**config.mk**
```make
export PLATFORM = sky130hd
export DESIGN_NAME = hazard_stall_unit
export DESIGN_NICKNAME = d
export VERILOG_FILES = /design/src/rtl/hazard_stall_unit_pkg.sv /design/src/rtl/hazard_stall_unit_reg_match.sv /design/src/rtl/hazard_stall_unit.sv
export SDC_FILE = /design/constraint.sdc
export NUM_CORES = 1
export LEC_CHECK = 0
export CAP_MARGIN = 40
export CORE_MARGIN = 8
export CORE_UTILIZATION = 29
export DETAILED_ROUTE_END_ITERATION = 8
export GPL_TIMING_DRIVEN = 0
export PLACE_DENSITY = 0.64
export SYNTH_ARGS = -nofsm -noshare
export SYNTH_HDL_FRONTEND = slang
export SYNTH_HIERARCHICAL = 1
export SYNTH_SLANG_ARGS = --single-unit
```
**constraint.sdc**
```tcl
create_clock -name clk -period 5.83 [get_ports clk]
set_clock_uncertainty 0.05 [all_clocks]
set_input_delay 1.166 -clock clk [delete_from_list [all_inputs] [get_ports clk]]
set_output_delay 1.166 -clock clk [all_outputs]
set_load 0.02 [all_outputs]
```
**src/rtl/hazard_stall_unit_pkg.sv**
```systemverilog
// -----------------------------------------------------------------------------
// hazard_stall_unit_pkg
// Shared definitions for the pipeline hazard/stall controller:
//   state_t       - memory-wait FSM state encoding
//   REG_ZERO      - architectural zero register (never a hazard source)
//   MAX_WAIT_DEF  - default watchdog limit in consecutive not-ready cycles
// -----------------------------------------------------------------------------
package hazard_stall_unit_pkg;

   typedef enum logic [1:0] {
      RUN      = 2'd0,
      MEM_WAIT = 2'd1,
      TIMEOUT  = 2'd2
   } state_t;

   localparam logic [4:0] REG_ZERO     = 5'd0;
   localparam int         MAX_WAIT_DEF = 64;

endpackage : hazard_stall_unit_pkg

```
**src/rtl/hazard_stall_unit_reg_match.sv**
```systemverilog
// -----------------------------------------------------------------------------
// hazard_stall_unit_reg_match
// Compares one in-flight destination register against the source operands of
// the instruction in ID.
//   i_dest     - destination register of the producing instruction
//   i_rs, i_rt - source registers of the instruction in ID
//   i_uses_rt  - ID instruction actually reads rt
//   o_match    - nonzero destination equals rs, or rt when rt is used
// -----------------------------------------------------------------------------
module hazard_stall_unit_reg_match
   import hazard_stall_unit_pkg::*;
(
   input  logic [4:0] i_dest,
   input  logic [4:0] i_rs,
   input  logic [4:0] i_rt,
   input  logic       i_uses_rt,
   output logic       o_match
);

   logic w_nonzero;
   logic w_rs_hit;
   logic w_rt_hit;

   assign w_nonzero = (i_dest != REG_ZERO);
   assign w_rs_hit  = (i_dest == i_rs);
   assign w_rt_hit  = i_uses_rt & (i_dest == i_rt);
   assign o_match   = w_nonzero & (w_rs_hit | w_rt_hit);

endmodule : hazard_stall_unit_reg_match

```
**src/rtl/hazard_stall_unit.sv**
```systemverilog
// -----------------------------------------------------------------------------
// hazard_stall_unit
// Hazard detection and stall control for the 5-stage MIPS pipeline. Detects
// load-use, branch-in-ID operand dependences and multi-cycle data-memory
// accesses, and drives stage enables, bubbles and the IF/ID flush.
// Parameters:
//   MAX_WAIT - consecutive not-ready memory cycles that trip the watchdog
//   CNT_W    - width of the saturating stall-cycle counter
// Ports:
//   clk, reset_n                 - clock (rising edge), async active-low reset
//   ID_rs, ID_rt, ID_UsesRt      - operands of the instruction in ID
//   ID_Branch                    - branch resolved in ID (needs operands)
//   ID_BranchTaken, ID_Jump      - control-flow redirect resolved in ID
//   EX_MemRead, EX_RegWrite,
//   EX_WriteRegister             - EX-stage producer information
//   MEM_MemRead, MEM_WriteRegister - MEM-stage load information
//   MEM_MemAccess, mem_ready     - data-memory handshake
//   PC_Write .. EXMEM_Write      - stage update enables
//   IDEX_Bubble, MEMWB_Bubble    - NOP insertion into ID/EX and MEM/WB
//   IFID_Flush                   - squash the fetched instruction
//   mem_timeout                  - sticky watchdog flag
//   stall_count                  - saturating count of cycles with PC_Write=0
// -----------------------------------------------------------------------------
module hazard_stall_unit
   import hazard_stall_unit_pkg::*;
#(
   parameter int MAX_WAIT = MAX_WAIT_DEF,
   parameter int CNT_W    = 16
)
(
   input  logic             clk,
   input  logic             reset_n,
   input  logic [4:0]       ID_rs,
   input  logic [4:0]       ID_rt,
   input  logic             ID_UsesRt,
   input  logic             ID_Branch,
   input  logic             ID_BranchTaken,
   input  logic             ID_Jump,
   input  logic             EX_MemRead,
   input  logic             EX_RegWrite,
   input  logic [4:0]       EX_WriteRegister,
   input  logic             MEM_MemRead,
   input  logic [4:0]       MEM_WriteRegister,
   input  logic             MEM_MemAccess,
   input  logic             mem_ready,
   output logic             PC_Write,
   output logic             IFID_Write,
   output logic             IDEX_Write,
   output logic             EXMEM_Write,
   output logic             IDEX_Bubble,
   output logic             MEMWB_Bubble,
   output logic             IFID_Flush,
   output logic             mem_timeout,
   output logic [CNT_W-1:0] stall_count
);

   // One spare bit so the counter width is safe for any MAX_WAIT >= 2.
   localparam int              WC_W    = $clog2(MAX_WAIT) + 1;
   localparam logic [WC_W-1:0] WC_LAST = WC_W'(MAX_WAIT - 1);

   state_t           r_state;
   state_t           w_state_nxt;
   logic [WC_W-1:0]  r_wait_cnt;
   logic [CNT_W-1:0] r_stall_count;

   logic w_ex_ld_match;
   logic w_ex_alu_match;
   logic w_mem_ld_match;
   logic w_load_use;
   logic w_br_haz;
   logic w_hazard;
   logic w_mem_wait;
   logic w_redirect;

   hazard_stall_unit_reg_match u_ex_ld_match (
      .i_dest    (EX_WriteRegister),
      .i_rs      (ID_rs),
      .i_rt      (ID_rt),
      .i_uses_rt (ID_UsesRt),
      .o_match   (w_ex_ld_match)
   );

   hazard_stall_unit_reg_match u_ex_alu_match (
      .i_dest    (EX_WriteRegister),
      .i_rs      (ID_rs),
      .i_rt      (ID_rt),
      .i_uses_rt (ID_UsesRt),
      .o_match   (w_ex_alu_match)
   );

   hazard_stall_unit_reg_match u_mem_ld_match (
      .i_dest    (MEM_WriteRegister),
      .i_rs      (ID_rs),
      .i_rt      (ID_rt),
      .i_uses_rt (ID_UsesRt),
      .o_match   (w_mem_ld_match)
   );

   assign w_load_use = EX_MemRead & w_ex_ld_match;
   // A branch resolved in ID cannot use EX->ID forwarding, and a load in MEM
   // has no data yet, so both force a stall.
   assign w_br_haz   = ID_Branch & ((EX_RegWrite & w_ex_alu_match) |
                                    (MEM_MemRead & w_mem_ld_match));
   assign w_hazard   = w_load_use | w_br_haz;
   assign w_mem_wait = MEM_MemAccess & ~mem_ready;
   assign w_redirect = ID_BranchTaken | ID_Jump;

   always_comb begin
      w_state_nxt  = r_state;
      PC_Write     = 1'b1;
      IFID_Write   = 1'b1;
      IDEX_Write   = 1'b1;
      EXMEM_Write  = 1'b1;
      IDEX_Bubble  = 1'b0;
      MEMWB_Bubble = 1'b0;
      IFID_Flush   = 1'b0;

      case (r_state)
         RUN: begin
            if (w_mem_wait) w_state_nxt = MEM_WAIT;
         end
         MEM_WAIT: begin
            if (mem_ready)
               w_state_nxt = RUN;
            else if (w_mem_wait && (r_wait_cnt == WC_LAST))
               w_state_nxt = TIMEOUT;
         end
         TIMEOUT: begin
            w_state_nxt = TIMEOUT;
         end
         default: begin
            w_state_nxt = RUN;
         end
      endcase

      // Freeze wins over the hazard stall: a bubble inserted while ID/EX is
      // frozen would be lost, so the hazard is simply re-evaluated afterwards.
      if ((r_state == TIMEOUT) || w_mem_wait) begin
         PC_Write     = 1'b0;
         IFID_Write   = 1'b0;
         IDEX_Write   = 1'b0;
         EXMEM_Write  = 1'b0;
         MEMWB_Bubble = 1'b1;
      end else if (w_hazard) begin
         PC_Write    = 1'b0;
         IFID_Write  = 1'b0;
         IDEX_Bubble = 1'b1;
      end else if (w_redirect) begin
         IFID_Flush = 1'b1;
      end
   end

   always_ff @(posedge clk or negedge reset_n) begin
      if (!reset_n) begin
         r_state <= RUN;
      end else begin
         r_state <= w_state_nxt;
      end
   end

   always_ff @(posedge clk or negedge reset_n) begin
      if (!reset_n) begin
         r_wait_cnt <= '0;
      end else if (r_state == TIMEOUT) begin
         r_wait_cnt <= r_wait_cnt;
      end else if (w_mem_wait) begin
         r_wait_cnt <= r_wait_cnt + 1'b1;
      end else begin
         r_wait_cnt <= '0;
      end
   end

   always_ff @(posedge clk or negedge reset_n) begin
      if (!reset_n) begin
         r_stall_count <= '0;
      end else if (!PC_Write && (r_stall_count != {CNT_W{1'b1}})) begin
         r_stall_count <= r_stall_count + 1'b1;
      end
   end

   assign mem_timeout = (r_state == TIMEOUT);
   assign stall_count = r_stall_count;

endmodule : hazard_stall_unit

```
After elaboration in Yosys (flattened, before gate mapping). Cells that the tools add are included.

Input port bits: 31. Register bits after elaboration: 25. Output and inout port bits: 24. Logic and storage cells: 52.

Muxes and demuxes: 14. Equality and inequality tests: 10. $add $sub $neg: 2. Bitwise operators: 15. Reduce and logical (&&, ||, !) cells: 8.

Operators with widths (number): $eq 5x5->1 (4); $add 16x1->16 const B (1); $ne 16x16->1 const B (1); $reduce_bool 5->1 (2); $and 1x1->1 (9); $mux 1 (9); $add 7x1->7 const B (1); $eq 7x6->1 const B (1); $mux 7 (1); $mux 2 (3); $pmux 2 s3 (1); $or 1x1->1 (5); $ne 3x3->1 const B (1); $eq 2x1->1 const B (1); $eq 2x2->1 const B (1); $logic_and 1x1->1 (2); $logic_not 2->1 (1); $ne 2x2->1 const B (1); $reduce_and 2->1 (1); $logic_not 1->1 (1); $logic_or 1x1->1 (1); $not 1->1 (1).

Depth between registers and ports, before layout. Gate-level depths: netlist (run 1).

Depth after elaboration: 12. Gate-level depth with buffers: 10. Depth with buffers taken out: 9.

Cells and area by module. The synthesis (run 1) kept the hierarchy.

Modules (own cells, without submodules): hazard_stall_unit (area each 1292.5 µm², instances 1, cells an instance 117, sequential area each 625.6 µm²); hazard_stall_unit_reg_match (area each 131.4 µm², instances 3, cells an instance 17, sequential area each 0.0 µm²).

Worst setup path before layout (run 1). Ideal clock, no wire load.

Path type: input-to-output. Start: input port EX_WriteRegister[1]. End: output port IFID_Flush. Required time: 4.614 ns. Setup slack: 1.914 ns. Path buffers: 0. Arrival time: 2.700 ns. Stages on the path: 7. Cells stage by stage: or4_1 > nor2_1 > a21oi_1 > a22o_1 > a22oi_2 > and2_4 > o21a_1.

Word-level cells in the longest chain between the ends: 10. Elaborated cells between the ends (all ways): 13. Those cells by class: eq/ne (2); mux (2); bitwise (8); reduce/logical (1).

RTL lines: start: declaration (RTL line hazard_stall_unit.sv:41) `input logic [4:0] EX_WriteRegister,`; $eq 5x5->1 (RTL line hazard_stall_unit_reg_match.sv:26) `assign w_rt_hit = i_uses_rt & (i_dest == i_rt);`; $and 1x1->1 (RTL line hazard_stall_unit_reg_match.sv:26); $or 1x1->1 (RTL line hazard_stall_unit_reg_match.sv:27) `assign o_match = w_nonzero & (w_rs_hit | w_rt_hit);`; $and 1x1->1 * (RTL line hazard_stall_unit_reg_match.sv:27); via w_ex_alu_match (RTL line hazard_stall_unit.sv:67) `logic w_ex_alu_match;`; $and 1x1->1 (RTL line hazard_stall_unit.sv:102) `assign w_br_haz = ID_Branch & ((EX_RegWrite & w_ex_alu_match) |`; $or 1x1->1 (RTL line hazard_stall_unit.sv:102); $and 1x1->1 (RTL line hazard_stall_unit.sv:102); $or 1x1->1 * (RTL line hazard_stall_unit.sv:104) `assign w_hazard = w_load_use | w_br_haz;`; $mux 1 * (RTL line hazard_stall_unit.sv:144) `end else if (w_hazard) begin`; $mux 1 * (RTL line hazard_stall_unit.sv:138) `if ((r_state == TIMEOUT) || w_mem_wait) begin`; end: declaration (RTL line hazard_stall_unit.sv:52) `output logic IFID_Flush,`.

Mark *: on every way through the listed nets, which the timed path passes. The rest lies on a longest branch.

Worst setup path in the final report (run 1). Same ends and word-level chain as after synthesis.

==> results.py, run 1 <==
metrics = {
    "run_status": {
        "outcome": "complete, no violations",
    },
    "timing": {
        "min_period_ns": 5.06,
        "worst_slew_pin_slew_ns": 0.365,
        "setup-violations-final": 0,
        "rsz0062_at_grt": "false",
        "slew_viol_final": 0,
        "relSlewSlack": 0.756,
        "hold_viol": 0,
        "tns_ns": 0,
        "clock.fmax_ghz": 0.198,
        "timing.final.crit_share": 0.868,
    },
    "placement": {
        "finalWeightedCongestion": 0.747,
        "dp_hpwl_mm": 3.24,
        "placed_cells": 295,
        "io_buffers": 54,
    },
    "logic_synthesis": {
        "postSynth.asyncResetShare": 1.00,
        "avgSynthCellArea_um2": 10.0,
        "yosysTopAreaCell": "dfrtp_1",
        "ys_types": 36,
        "synth_nets": 201,
        "netlist_area_um2": 1690,
        "synth_cells": 168,
        "synth-seq-cells": 25,
        "synth_edf_count": 0,
        "synth_top_area_frac": 0.371,
        "synth_warnings": 6,
        "synth_seq_area_share": 0.371,
        "yosys-top-cells-area": "dfrtp_1 37%, xor2_1 13%, xnor2_1 10%, nand4_1 3.3%, nand3_1 3.0%",
        "synth-main-ff-cell": "dfrtp_1",
    },
    "power_and_ir_drop": {
        "power_mw": 0.522,
        "power_density_nw_per_um2": 219,
        "power_frac_seq": 0.424,
        "p_leak_nw": 0.952,
        "p_int_mw": 0.346,
        "combPwrFrac": 0.378,
        "ir_drop_mv": 0.0943,
        "p_sw_frac": 0.337,
        "switching_power_mw": 0.176,
        "clkPwrFrac": 0.197,
    },
    "floorplan": {
        "ios": 55,
        "die_x_um": 92.3,
        "core_area_um2": 5570,
        "die_h_um": 92.3,
        "start_util": 0.303,
        "std_cell_rows": 27,
        "dieArea_um2": 8510,
    },
    "global_route": {
        "grt_max_degree": 20,
        "overflow": 0,
        "antenna_found_initial": 0,
        "grt_util_all_layers": 0.0934,
        "grt_pass1_vias": 1482,
        "grt_pass1_wl_mm": 6.65,
    },
    "layout": {
        "syn_to_final_growth_pct": 41.0,
        "fin_util": 0.427,
        "antenna_cells": 0,
        "layoutNonFillerInstCount": 299,
        "layout.nets": 261,
        "post_route_cells_drive_above_1_share": 0.0969,
    },
    "setup_path": {
        "critPathKind": "in2out",
        "critPathBufInv": 2,
        "critPathArrivalTime_ns": 3.84,
        "cp-end-kind": "output port",
        "crit_path_max_fanout": 6,
        "start_kind": "primary input",
        "cpMostUsedCell": "clkdlybuf4s50_1",
        "critical-path-slowest-cell": "clkdlybuf4s50_1",
        "cp_cell_sequence": "clkdlybuf4s50_1 -> or4_1 -> nor2_1 -> a21oi_1 -> a22o_1 -> a22oi_2 -> and2_4 -> o21a_1 -> clkdlybuf4s50_1",
        "path_delay_family": "buffers and inverters",
        "required_ns": 4.61,
        "cp_slowest_stage_delay_ns": 0.60,
    },
    "drt": {
        "initialDrtViolationCount": 57,
        "num_vias": 1391,
        "firstDrtPassIters": 3,
        "wirelength_mm": 3.86,
        "remaining_drc_errors": 0,
        "avgViaCountPerCell": 4.65,
        "wl_per_cell_um": 12.9,
        "postRouteAntennaNets": 0,
    },
    "clock_network": {
        "cts-root-buf": "clkbuf_8",
        "clock_sinks": 25,
        "htreeDepth": 1,
        "cts_tree": "done",
        "numCtsBuffers": 3,
        "post_cts_buffers": 0,
        "cts_max_path_buffers": 2,
        "cts_resized": 0,
        "worst_skew_pair.late_latency_ns": 0.26,
        "postCtsHoldBufs": 0,
        "path_clk_slew_ns": 0.09,
    },
    "flow_run": {
        "drv_cap": 0,
    },
    "min_path": {
        "hold_path.class": "reg2reg",
    },
}
## metal layers
metal	vias up	track usage	wire (µm)
met3	2	0.0407	371
met5	-	0	0
li1	719	-	-
met2	39	0.142	1700
met1	631	0.116	1760
met4	0	0.0282	30
## final cells by class
class / instances / area, µm²
Multi-Input combinational cell: 136 / 1010
Tap cell: 72 / 90.1
Clock inverter: 1 / 5.00
Fill cell: 558 / 3200
Timing Repair Buffer: 55 / 556
Sequential cell: 25 / 626
Buffer: 5 / 41.3
Inverter: 2 / 7.51
Clock buffer: 3 / 41.3
## logic make-up (layout without fill, tap and decap cells)
kind of cell               count (synthesis)  count (layout)  synth area share
and+or+nand+nor                           66              66             0.248
AOI/OAI and AO/OA                         20              20            0.0838
adders and majority gates                  2               2            0.0148
muxes                                      3               3            0.0200
DFF                                       25              25             0.371
xor gates and xnor gates                  45              45             0.234
buffers and inverters                      7              66            0.0289
## final timing paths
kind	startpoint	to	slack (ns)	cells past startpoint
worst max register to register	stall_count[4]	stall_count[15]	4.04	6
max in group asynchronous	reset_n	stall_count[3]	4.17	2
min in group asynchronous	reset_n	r_state[0]	1.12	1
worst min-delay path	stall_count[5]	stall_count[5]	0.45	1
worst max-delay path	EX_WriteRegister[1]	IFID_Flush	0.77	9
worst min register to register	stall_count[5]	stall_count[5]	0.45	1
## cells in the final DEF (no fill, tap or decap), types with 2 or more instances in the layout
| cell type | n |
|---|---|
| a21oi_1 | 3 |
| clkbuf_8 | 3 |
| inv_1 | 2 |
| mux2_1 | 2 |
| and3_1 | 4 |
| nand2b_4 | 2 |
| nand2_1 | 10 |
| xor2_1 | 25 |
| a31oi_1 | 2 |
| nor2_1 | 11 |
| or4_1 | 3 |
| buf_4 | 2 |
| nor3_1 | 4 |
| o21ai_0 | 7 |
| xnor2_1 | 20 |
| and2_1 | 2 |
| ha_1 | 2 |
| dfrtp_1 | 25 |
| nor4_2 | 3 |
| nand3_1 | 10 |
| and2_4 | 2 |
| a22o_1 | 3 |
| buf_6 | 2 |
| clkdlybuf4s50_1 | 54 |
| nand4_1 | 9 |
## sequential cells by signal (all words and copies together), names as in the netlist
| signal | flops |
|---|---|
| r_state | 2 |
| r_wait_cnt | 7 |
| stall_count | 16 |
## power groups by stage
stage / Clock [mW] / Sequential [mW] / Combinational [mW]
2_1_floorplan: 0 / 0.247 / 0.0780
3_3_place_gp: 0 / 0.225 / 0.198
3_5_place_dp: 0 / 0.226 / 0.201
4_1_cts: 0.106 / 0.222 / 0.202
5_1_grt: 0.112 / 0.227 / 0.217
6_report: 0.103 / 0.221 / 0.197
## per-stage QoR
| step | cell area (µm²) | setup WS (ns) | hold WS, ns |
|---|---|---|---|
| 2_1_floorplan | 1690 | 1.91 | 0.413 |
| 3_3_place_gp | 2320 | 0.762 | 0.438 |
| 3_5_place_dp | 2330 | 0.745 | 0.447 |
| 4_1_cts | 2380 | 0.744 | 0.461 |
| 5_1_grt | 2380 | 0.638 | 0.471 |
| 6_report | 2380 | 0.770 | 0.449 |
## Yosys cell counts, types with 3 or more instances
master    n
a21oi_1   3
a22o_1    3
and3_1    4
dfrtp_1  25
nand2_1  10
nand3_1  10
nand4_1   9
nor2_1   11
nor3_1    4
nor4_2    3
o21ai_0   7
or4_1     3
xnor2_1  20
xor2_1   25
## worst reg2reg max path: stages (launching register included)
cell and delay (ns):
dfrtp_1 0.42, and4_4 0.22, and3_4 0.20, a32oi_2 0.30
buf_6 0.19, nand4_1 0.14, xnor2_1 0.15
(Power assumes the default switching activity.)
==> inputs of run 2 (changes only) <==
==> constraint.sdc (replaced) <==
create_clock -name clk -period 5.08 [get_ports clk]
set_clock_uncertainty 0.05 [all_clocks]
set_input_delay 1.016 -clock clk [delete_from_list [all_inputs] [get_ports clk]]
set_output_delay 1.016 -clock clk [all_outputs]
set_load 0.02 [all_outputs]
==> results of run 2 <==
The final DEF is identical to that of run 1. Status: complete, no violations.
Among the figures that moved: setup slack after placement 0.745 ns -> 0.295 ns; setup slack after layout 0.770 ns -> 0.320 ns; register-to-register setup slack 4.04 ns -> 3.29 ns; total power 0.522 mW -> 0.599 mW; worst IR drop on VDD 0.0943 mV -> 0.108 mV
==> inputs of run 3 (changes only) <==
--- a/config.mk
+++ b/config.mk
@@ -8,9 +8,11 @@
 export CAP_MARGIN = 40
 export CORE_MARGIN = 8
 export CORE_UTILIZATION = 29
+export CTS_CLUSTER_SIZE = 16
 export DETAILED_ROUTE_END_ITERATION = 8
 export GPL_TIMING_DRIVEN = 0
 export PLACE_DENSITY = 0.64
+export REMOVE_ABC_BUFFERS = 1
 export SYNTH_ARGS = -nofsm -noshare
 export SYNTH_HDL_FRONTEND = slang
 export SYNTH_HIERARCHICAL = 1
==> results.py, run 3 (same netlist as run 1, synthesis figures left out) <==
metrics = {
    "floorplan": {
        "ios": 55,
        "die_h_um": 92.3,
        "die_x_um": 92.3,
        "core_area_um2": 5570,
        "start_util": 0.303,
        "dieArea_um2": 8510,
        "std_cell_rows": 27,
    },
    "clock_network": {
        "post_cts_buffers": 0,
        "cts_resized": 0,
        "worst_skew_pair.late_latency_ns": 0.27,
        "path_clk_slew_ns": 0.09,
        "cts-root-buf": "clkbuf_8",
        "htreeDepth": 1,
        "numCtsBuffers": 3,
        "postCtsHoldBufs": 0,
        "cts_tree": "done",
        "clock_sinks": 25,
        "cts_max_path_buffers": 2,
    },
    "setup_path": {
        "critPathBufInv": 2,
        "cp_cell_sequence": "clkdlybuf4s50_1 -> or4_1 -> nor2_1 -> a21oi_1 -> a22o_1 -> a22oi_2 -> and2_4 -> o21a_1 -> clkdlybuf4s50_1",
        "critPathKind": "in2out",
        "critPathArrivalTime_ns": 3.77,
        "cp-end-kind": "output port",
        "crit_path_start": "EX_WriteRegister[1]",
        "cp_slowest_stage_delay_ns": 0.59,
        "start_kind": "primary input",
        "crit_path_max_fanout": 6,
        "cpMostUsedCell": "clkdlybuf4s50_1",
        "critical-path-slowest-cell": "clkdlybuf4s50_1",
        "r2r-start": "stall_count[4]",
        "required_ns": 4.01,
        "path_delay_family": "buffers and inverters",
    },
    "placement": {
        "io_buffers": 54,
        "place_area_um2": 2290,
        "dp_hpwl_mm": 3.34,
        "finalWeightedCongestion": 0.806,
    },
    "power_and_ir_drop": {
        "ir_drop_mv": 0.155,
        "power_density_nw_per_um2": 255,
        "power_frac_seq": 0.428,
        "power_mw": 0.596,
        "p_leak_nw": 0.928,
        "p_sw_frac": 0.343,
        "switching_power_mw": 0.204,
        "p_int_mw": 0.392,
        "clkPwrFrac": 0.196,
        "combPwrFrac": 0.376,
    },
    "drt": {
        "firstDrtPassIters": 5,
        "wl_per_cell_um": 13.9,
        "wirelength_mm": 4.09,
        "initialDrtViolationCount": 118,
        "remaining_drc_errors": 0,
        "postRouteAntennaNets": 0,
        "num_vias": 1385,
        "avgViaCountPerCell": 4.71,
    },
    "layout": {
        "fin_util": 0.419,
        "post_route_cells_drive_above_1_share": 0.0811,
        "layout.nets": 256,
        "register_area_um2": 626,
        "largest_reg_flops": 16,
        "syn_to_final_growth_pct": 38.4,
        "final_area_um2": 2330,
        "fillers": 573,
        "layout_commonest_cell": "clkdlybuf4s50_1",
        "antenna_cells": 0,
        "layout_common_cells": "54 x clkdlybuf4s50_1, 25 x xor2_1, 25 x dfrtp_1",
        "multi_input_area_um2": 1010,
    },
    "timing": {
        "relSlewSlack": 0.509,
        "min_period_ns": 4.84,
        "hold_slack_ns": 0.447,
        "timing.final.crit_share": 0.952,
        "hold_viol": 0,
        "slew_viol_final": 0,
        "setup-violations-final": 0,
        "rsz0062_at_grt": "false",
        "clock.fmax_ghz": 0.207,
        "tns_ns": 0,
        "worst_slew_pin_slew_ns": 0.734,
    },
    "min_path": {
        "holdCritStartpoint": "stall_count[5]",
        "hold_path.class": "reg2reg",
    },
    "global_route": {
        "overflow": 0,
        "antenna_found_initial": 0,
        "grt_pass1_vias": 1373,
        "grt_pass1_wl_mm": 6.84,
        "grt_util_all_layers": 0.0970,
        "grt_max_degree": 17,
    },
    "run_status": {
        "outcome": "complete, no violations",
    },
    "flow_run": {
        "drv_cap": 0,
    },
}
run 3: path summary, 6_finish.rpt:
check | endpoint | slack, ns | cells after the start
hold reg to reg | stall_count[5] | 0.45 | 1
min in group asynchronous | r_wait_cnt[6] | 1.13 | 1
setup / recovery | IFID_Flush | 0.24 | 9
max in group asynchronous | stall_count[8] | 3.31 | 2
setup reg to reg | stall_count[1] | 3.14 | 4
hold / removal | stall_count[5] | 0.45 | 1
run 3: routing by layer:
layer | share of wire | vias up | global-route usage
met2 | 0.53 | 21 | 0.173
met3 | 0.041 | 0 | 0.0285
met4 | 0 | 0 | 0.00805
met1 | 0.42 | 658 | 0.115
li1 | - | 706 | -
met5 | 0 | - | 0
run 3: cell type report:
cell class | instances | area share
repair buffers | 55 | 0.236
well taps | 72 | 0.0386
inverters | 2 | 0.00322
multi-input cells | 136 | 0.434
clock inverters | 1 | 0.00214
clock buffers | 3 | 0.0177
flip-flops and latches | 25 | 0.268
run 3: worst register-to-register path, cell delays in order (launching register included):
cell     delay, ns
dfrtp_1       0.43
and4_4        0.22
and3_4        0.20
a32oi_2       0.55
mux2_1        0.38
run 3: metrics by stage:
step                      std cells  worst slack [ns]
after floorplan                 163              1.42
after global placement          289             0.233
after detailed placement        290             0.227
after CTS                       294             0.224
after global routing            294             0.174
final                           294             0.243
run 3: power groups by stage:
stage          combinational, mW  sequential [mW]  clock, mW
5_1_grt                    0.241            0.260      0.131
6_report                   0.224            0.255      0.117
3_3_place_gp               0.223            0.258          0
2_1_floorplan             0.0831            0.283          0
4_1_cts                    0.228            0.256      0.125
3_5_place_dp               0.227            0.259          0
